[src/rtl/flag_unit.sv]
// Condition-flag register and branch-condition evaluator for the EX stage.
// Captures Z/V/N from committed ALU results and resolves ID branches, with an EX-to-ID flag bypass.
module flag_unit (
  input  logic        clk,
  input  logic        rst,
  input  logic        ex_valid,
  input  logic [3:0]  ex_opcode,
  input  logic [15:0] alu_result,
  input  logic        alu_ovfl,
  input  logic        stall,
  input  logic        flush,
  input  logic        br_valid,
  input  logic [2:0]  br_ccc,
  output logic        flag_z,
  output logic        flag_v,
  output logic        flag_n,
  output logic        br_taken,
  output logic        halted
);

  localparam logic [3:0] OP_ADD = 4'b0000;
  localparam logic [3:0] OP_SUB = 4'b0001;
  localparam logic [3:0] OP_XOR = 4'b0010;
  localparam logic [3:0] OP_SLL = 4'b0100;
  localparam logic [3:0] OP_SRA = 4'b0101;
  localparam logic [3:0] OP_ROR = 4'b0110;
  localparam logic [3:0] OP_HLT = 4'b1111;

  logic flag_z_q, flag_v_q, flag_n_q, halted_q;
  logic flag_z_d, flag_v_d, flag_n_d, halted_d;

  logic upd_zvn, upd_z;
  logic z_new, v_new, n_new;
  logic ex_live, commit;
  logic eff_z, eff_v, eff_n;
  logic cond;

  always_comb begin
    upd_zvn = (ex_opcode == OP_ADD) || (ex_opcode == OP_SUB);
    upd_z   = upd_zvn || (ex_opcode == OP_XOR) || (ex_opcode == OP_SLL) ||
              (ex_opcode == OP_SRA) || (ex_opcode == OP_ROR);
  end

  assign z_new = (alu_result == 16'h0000);
  assign n_new = alu_result[15];
  assign v_new = alu_ovfl;

  // ex_live drives the bypass and deliberately ignores stall so a held EX/ID pair stays consistent.
  assign ex_live = ex_valid & ~flush & ~halted_q;
  assign commit  = ex_live & ~stall;

  always_comb begin
    flag_z_d = flag_z_q;
    flag_v_d = flag_v_q;
    flag_n_d = flag_n_q;
    halted_d = halted_q;
    if (commit) begin
      if (upd_z) begin
        flag_z_d = z_new;
      end
      if (upd_zvn) begin
        flag_v_d = v_new;
        flag_n_d = n_new;
      end
      if (ex_opcode == OP_HLT) begin
        halted_d = 1'b1;
      end
    end
  end

  always_ff @(posedge clk) begin
    if (rst) begin
      flag_z_q <= 1'b0;
      flag_v_q <= 1'b0;
      flag_n_q <= 1'b0;
      halted_q <= 1'b0;
    end else begin
      flag_z_q <= flag_z_d;
      flag_v_q <= flag_v_d;
      flag_n_q <= flag_n_d;
      halted_q <= halted_d;
    end
  end

  assign eff_z = (ex_live & upd_z)   ? z_new : flag_z_q;
  assign eff_v = (ex_live & upd_zvn) ? v_new : flag_v_q;
  assign eff_n = (ex_live & upd_zvn) ? n_new : flag_n_q;

  always_comb begin
    cond = 1'b0;
    case (br_ccc)
      3'b000: cond = ~eff_z;
      3'b001: cond = eff_z;
      3'b010: cond = ~eff_z & ~eff_n;
      3'b011: cond = eff_n;
      3'b100: cond = eff_z | (~eff_z & ~eff_n);
      3'b101: cond = eff_n | eff_z;
      3'b110: cond = eff_v;
      default: cond = 1'b1;
    endcase
  end

  assign br_taken = br_valid & cond;
  assign flag_z   = flag_z_q;
  assign flag_v   = flag_v_q;
  assign flag_n   = flag_n_q;
  assign halted   = halted_q;

endmodule

[config.mk]
export PLATFORM = sky130hd
export DESIGN_NAME = flag_unit
export DESIGN_NICKNAME = d
export VERILOG_FILES = /design/src/rtl/flag_unit.sv
export SDC_FILE = /design/constraint.sdc
export NUM_CORES = 1
export LEC_CHECK = 0
export CORE_UTILIZATION = 31
export DETAILED_ROUTE_END_ITERATION = 7
export PLACE_DENSITY = 0.82
export SLEW_MARGIN = 20
export SYNTH_ARGS = -nofsm -noshare
export SYNTH_HDL_FRONTEND = slang
export SYNTH_SLANG_ARGS = --single-unit
export TNS_END_PERCENT = 10
[constraint.sdc]
create_clock -name clk -period 2.6 [get_ports clk]
set_input_delay 0.52 -clock clk [delete_from_list [all_inputs] [get_ports clk]]
set_output_delay 0.52 -clock clk [all_outputs]
set_load 0.02 [all_outputs]
Word level (Yosys, flattened, before mapping)

Cells that the tools add are included.

Add/sub/neg operators: 0
Eq/ne operators: 12
Muxes and demuxes: 4
Bitwise logic cells: 14
Multipliers: 0
Div/mod/pow operators: 0
Reductions and logical operators: 11
Magnitude comparators: 0
Shift-type cells: 0

Operators with widths:

| cell                                                                  | number |
|---|---|
| 16-bit zero test                                                      | 1 |
| 4-bit by 3-bit equality test with 1-bit output, second input constant | 3 |
| 3-bit equality test, second input constant                            | 3 |
| 1-bit bitwise AND                                                     | 7 |
| 1-bit one-hot mux with 7 select lines                                 | 1 |
| 3-bit by 2-bit equality test with 1-bit output, second input constant | 2 |
| 2-bit AND reduction                                                   | 3 |
| 1-bit logical OR                                                      | 5 |
| 1-bit NOT                                                             | 5 |
| 4-bit by 1-bit equality test with 1-bit output, second input constant | 1 |
| 4-bit by 2-bit equality test with 1-bit output, second input constant | 1 |
| 4-bit equality test, second input constant                            | 1 |
| 4-bit zero test                                                       | 1 |
| 3-bit by 1-bit equality test with 1-bit output, second input constant | 1 |
| 3-bit zero test                                                       | 1 |
| 1-bit two-way mux                                                     | 3 |
| 1-bit bitwise OR                                                      | 2 |

Flip-flop bits (word level): 4
Memory bits (read-only): 0
Memories: 0
Output and inout bits: 5
Input port bits: 30
Memory bits (writable): 0
Word-level logic and storage cells: 45
Latch bits: 0

Depth between registers and ports, before layout

Depth in word-level cells: 13
Depth in mapped cells: 5
Gate-level depth less buffers: 5

Worst setup path before layout

No wires, ideal clock.

Kind: input to output
From: input port flush
To: output port br_taken
Cell stages on the path: 5
Arrival time: 1.821 ns
Data required time: 2.080 ns
Slack: 0.259 ns
Cell sequence: or4b_1 o21ai_1 and2_1 mux2i_1 a211oi_2

Cells in the longest elaborated chain, start to end: 10

RTL lines:

| item                                      | line       | source |
|---|---|---|
| start, declared                           | 11         | `input logic flush,` |
| 1-bit NOT (*)                             | 49         | `assign ex_live = ex_valid & ~flush & ~halted_q;` |
| 1-bit bitwise AND (*) (2 in series)       | 49         |  |
| 1-bit bitwise AND (on tied branches)      | 85, 86, 87 |  |
| 1-bit two-way mux (on tied branches)      | 85, 87     |  |
| 1-bit NOT (on tied branches)              | 92, 94, 96 |  |
| 1-bit bitwise AND                         | 94, 96     |  |
| 1-bit bitwise OR                          | 96         | `3'b100: cond = eff_z \| (~eff_z & ~eff_n);` |
| 1-bit one-hot mux with 7 select lines (*) | 91         | `case (br_ccc)` |
| 1-bit bitwise AND (*)                     | 103        | `assign br_taken = br_valid & cond;` |
| end, declared                             | 17         | `output logic br_taken,` |

Mark *: on every way between the ends. The rest lies on a longest branch, timed or not.

Worst setup path in the final report

From: input port ex_valid
To: output port br_taken

Cells in the longest elaborated chain, start to end: 9

RTL lines:

| item                                      | line       | source |
|---|---|---|
| start, declared                           | 6          | `input logic ex_valid,` |
| 1-bit bitwise AND (*) (2 in series)       | 49         |  |
| 1-bit bitwise AND (on tied branches)      | 85, 86, 87 |  |
| 1-bit two-way mux (on tied branches)      | 85, 87     |  |
| 1-bit NOT (on tied branches)              | 92, 94, 96 |  |
| 1-bit bitwise AND                         | 94, 96     |  |
| 1-bit bitwise OR                          | 96         |  |
| 1-bit one-hot mux with 7 select lines (*) | 91         |  |
| 1-bit bitwise AND (*)                     | 103        |  |

Marks and branches as above.

==> results.md <==
* Outcome: complete, no violations
* Critical path buffers and inverters at 2
* Clock Latency Late Sink at 0.24 ns
* Remaining antenna violation count after routing at 0
* Clock tree from TritonCTS: done
* Cell Int Power at 0.166 mW
* Crit. End Element: primary output
* Synth Net Count at 84
* VDD IR max at approximately 0.29 mV
* Hold violation count in the final report at 0
* Pwr dens at 240 mW/mm²
* Distinct cell type count of the synthesized netlist at 29
* Number of iterations in the first detailed-routing pass at 4
* Crit Reg-Reg Endpoint: flag_v
* Final weighted congestion in routability-driven placement at 0.831
* Master cell of the clock root buffer: sky130_fd_sc_hd__clkbuf_4
* Minimum setup slack among reg-to-reg paths at between 1 and 1.5 ns
* Die X-Extent at a little under 40 µm
* Number of antenna violations at the first check in global routing at 0
* Kind of critical path: input pin to primary output
* Final count of pins violating max slew at 0
* Number of top-level pins at 35
* Number of DRC violations after detailed-routing iteration 0 at 15
* Number of maximum-capacitance violations at 0
* Count of inserted antenna diode cells at 0
* Gate count after technology mapping at 54
* Worst Hold Path Cells at 2
* Buffer depth of the longest clock path at 2
* Top Family by Delay on Critical Path: simple AND/OR/NAND/NOR gates
* Clock share of power at 34.3%
* Pin count of the biggest net entering global routing at 7
* Final cell utilization of the core at 80.5%
* Buffers added on ports at 34
* Share of total power in sequential cells at 27.3%
* Wire length of the first global-routing pass at around 2.5 mm
* Highest attainable clock frequency at between 300 and 400 MHz
* Detailed-route wire length per cell at 13.6 µm
* Final critical-path required period at 2.52 ns
* Post-Route WL at 1.59 mm
* Primary flip-flop cell chosen by synthesis mapping: sky130_fd_sc_hd__dfxtp_1
* Total Nets Final at 135
* Data arrival time of the worst path at 2.00 ns
* Delay contributed by the slowest stage of the critical path at slightly below 0.5 ns
* Number of synthesized register bits at 4
* Combinational share of power at 38.4%
* Effective utilization at floorplan at 35.9%
* Vias after detailed routing at 624
* Final Setup Violations at 0
* Avg Synthesized Cell Area at 7.88 µm²
* Total overflow reported by the global router at 0
* Std-Cell Rows at 12
* Number of warning messages in the yosys log at 0
* Maximum net fanout on the critical path at 3
* Worst hold path class: flip-flop to flip-flop
* Vertical die dimension at 39.0 µm
* Clock buffers created by TritonCTS at 3
* Syn Std Cell Area at 425 µm²
* Number of synthesized flops with an enable pin at 0
* Number of buffers added to fix hold violations after cts at 0
* Leakage at 0.387 nW
* Clock transition time at the flip-flop clock pins of the worst setup and hold paths at approximately 0.040 ns
* Part of the Yosys area used for sequential elements at 18.8%
* Proportion of synthesized flip-flops having asynchronous set or reset at 0%
* Worst setup timing slack at the placement stage at -0.732 ns
* Worst-path cell with the longest stage delay: sky130_fd_sc_hd__or4b_4
* Switching power summed over all nets at 0.0630 mW
* Number of sinks handled by clock tree synthesis at 4
* Fraction of layout cells with a size suffix above 1 at between 30% and 40%
* Sequence of cells on the critical path: clkdlybuf4s15_1, or4b_4, o21ai_4, and2_4, mux2i_1, a211oi_2, buf_4
* Relative area change from synthesis to final layout at 124%
* Critical hold path startpoint: flag_z
* Switching part of the total at 27.5%
* Worst Slack Setup Final at about 0.076 ns
* GRT Total Usage at between 20% and 30%
* Critical path startpoint category: input pin
* Worst path required time at about 2.1 ns
* Launch instance of the worst register-to-register path: halted
* Total Die Area at 0.00152 mm²
* H-tree depth at 1
* Number of global-route vias before repair at 591
* RSZ-0062 raised after global routing: false
* Slew Limit Headroom at 78.9%
* Post-route clock period utilization at between 90% and 100%
* Remaining routing DRC violations at 0
* Detail Placement HPWL at 1.24 mm
* Clk_skew at 0.00619 ns
* Tightest Pin Transition at 0.316 ns
* Capture endpoint of the worst hold path: flag_z
* Number of vias per cell at between 5 and 6
* Placeable Area at 0.00119 mm²
* Length in cells of the worst reg-to-reg path at 7
-- timing repair --
item                                    4_1_cts  5_1_grt
endpoints found under the setup margin        1        1
buffers inserted                              1        1
pin swaps                                    12        6
resized for setup                            39       10
-- synth_stat cells, types with 2 or more instances --
cell                      count  area share (%)
sky130_fd_sc_hd__a21oi_1      2             2.4
sky130_fd_sc_hd__inv_1        3             2.6
sky130_fd_sc_hd__dfxtp_1      4              19
sky130_fd_sc_hd__mux2i_1      3             7.1
sky130_fd_sc_hd__or2_2        2             2.9
sky130_fd_sc_hd__nor4_1       4             5.9
sky130_fd_sc_hd__nand4_1      2             2.9
sky130_fd_sc_hd__nor2_1       7             6.2
sky130_fd_sc_hd__nand2_1      7             6.2
-- tightest hold or removal path: stages (launching register included) --
cell and delay [ns]:
sky130_fd_sc_hd__dfxtp_1 0.31, sky130_fd_sc_hd__o21ai_0 0.08, sky130_fd_sc_hd__a21oi_1 0.06
-- sequential cells by signal, indices dropped and copies added (netlist names) --
signal and flops:
flag_n 1, flag_v 1, flag_z 1, halted 1
-- layout make-up --
cell class | instances | area, µm²
fillers | 78 | 231
clock buffers | 3 | 22.5
multi-input cells | 47 | 423
well taps | 14 | 17.5
repair buffers | 46 | 400
inverters | 3 | 11.3
flip-flops and latches | 4 | 80.1
-- cell families (layout without fill, tap and decap cells) --
family / count (synthesis) / after routing / share of synthesized area [%]
AO/OA/AOI/OAI: 12 / 12 / 23.2
buffers and inverters: 3 / 52 / 2.65
flip-flops: 4 / 4 / 18.8
multiplexers: 4 / 4 / 12.4
AND/OR/NAND/NOR: 31 / 31 / 42.9
-- worst max path at each step --
stage	from	end	slack [ns]	cells after the start
floorplan	flush	br_taken	0.26	5
global placement	flush	br_taken	-0.68	7
detailed placement	flush	br_taken	-0.73	7
CTS	ex_opcode[1]	br_taken	0.02	7
global route	ex_valid	br_taken	0.02	7
finish	ex_valid	br_taken	0.08	7
-- stage by stage --
stage / cell area [µm²] / hold slack [ns] / instances / TNS [ns] / power (mW)
6_report: 955 / 0.505 / 117 / 0 / 0.229
4_1_cts: 913 / 0.500 / 116 / 0 / 0.225
3_5_place_dp: 858 / 0.491 / 112 / -0.732 / 0.149
2_1_floorplan: 425 / 0.556 / 54 / 0 / 0.0860
3_3_place_gp: 858 / 0.479 / 112 / -0.682 / 0.148
5_1_grt: 955 / 0.555 / 117 / 0 / 0.245
-- routing by layer --
metal  up-vias  part of all wire [%]  GRT usage (%)
li1        312                     -              -
met1       290                    42           27.6
met2        22                    53           42.5
met3         0                   4.3           6.94
met4         0                     0           7.76
met5         -                     0              0
-- cell usage in the layout (no fill, tap or decap), drive strengths merged, types with 2 or more instances in the layout --
master / Yosys / layout
a21oi: 2 / 2
buf: 0 / 14
clkbuf: 0 / 4
clkdlybuf4s50: 0 / 13
dfxtp: 4 / 4
dlygate4sd2: 0 / 16
inv: 3 / 3
mux2i: 3 / 3
nand2: 7 / 7
nand4: 2 / 2
nor2: 7 / 7
nor4: 4 / 4
o21ai: 2 / 2
or2: 2 / 2
-- power groups by stage --
stage | Sequential (mW) | Combinational (mW) | Clock, mW
after floorplan | 0.0637 | 0.0223 | 0
after global placement | 0.0634 | 0.0843 | 0
after detailed placement | 0.0634 | 0.0859 | 0
after CTS | 0.0625 | 0.0821 | 0.0800
after global routing | 0.0625 | 0.0939 | 0.0885
final | 0.0625 | 0.0878 | 0.0784
Note: power is estimated with default switching activity, not from simulation.
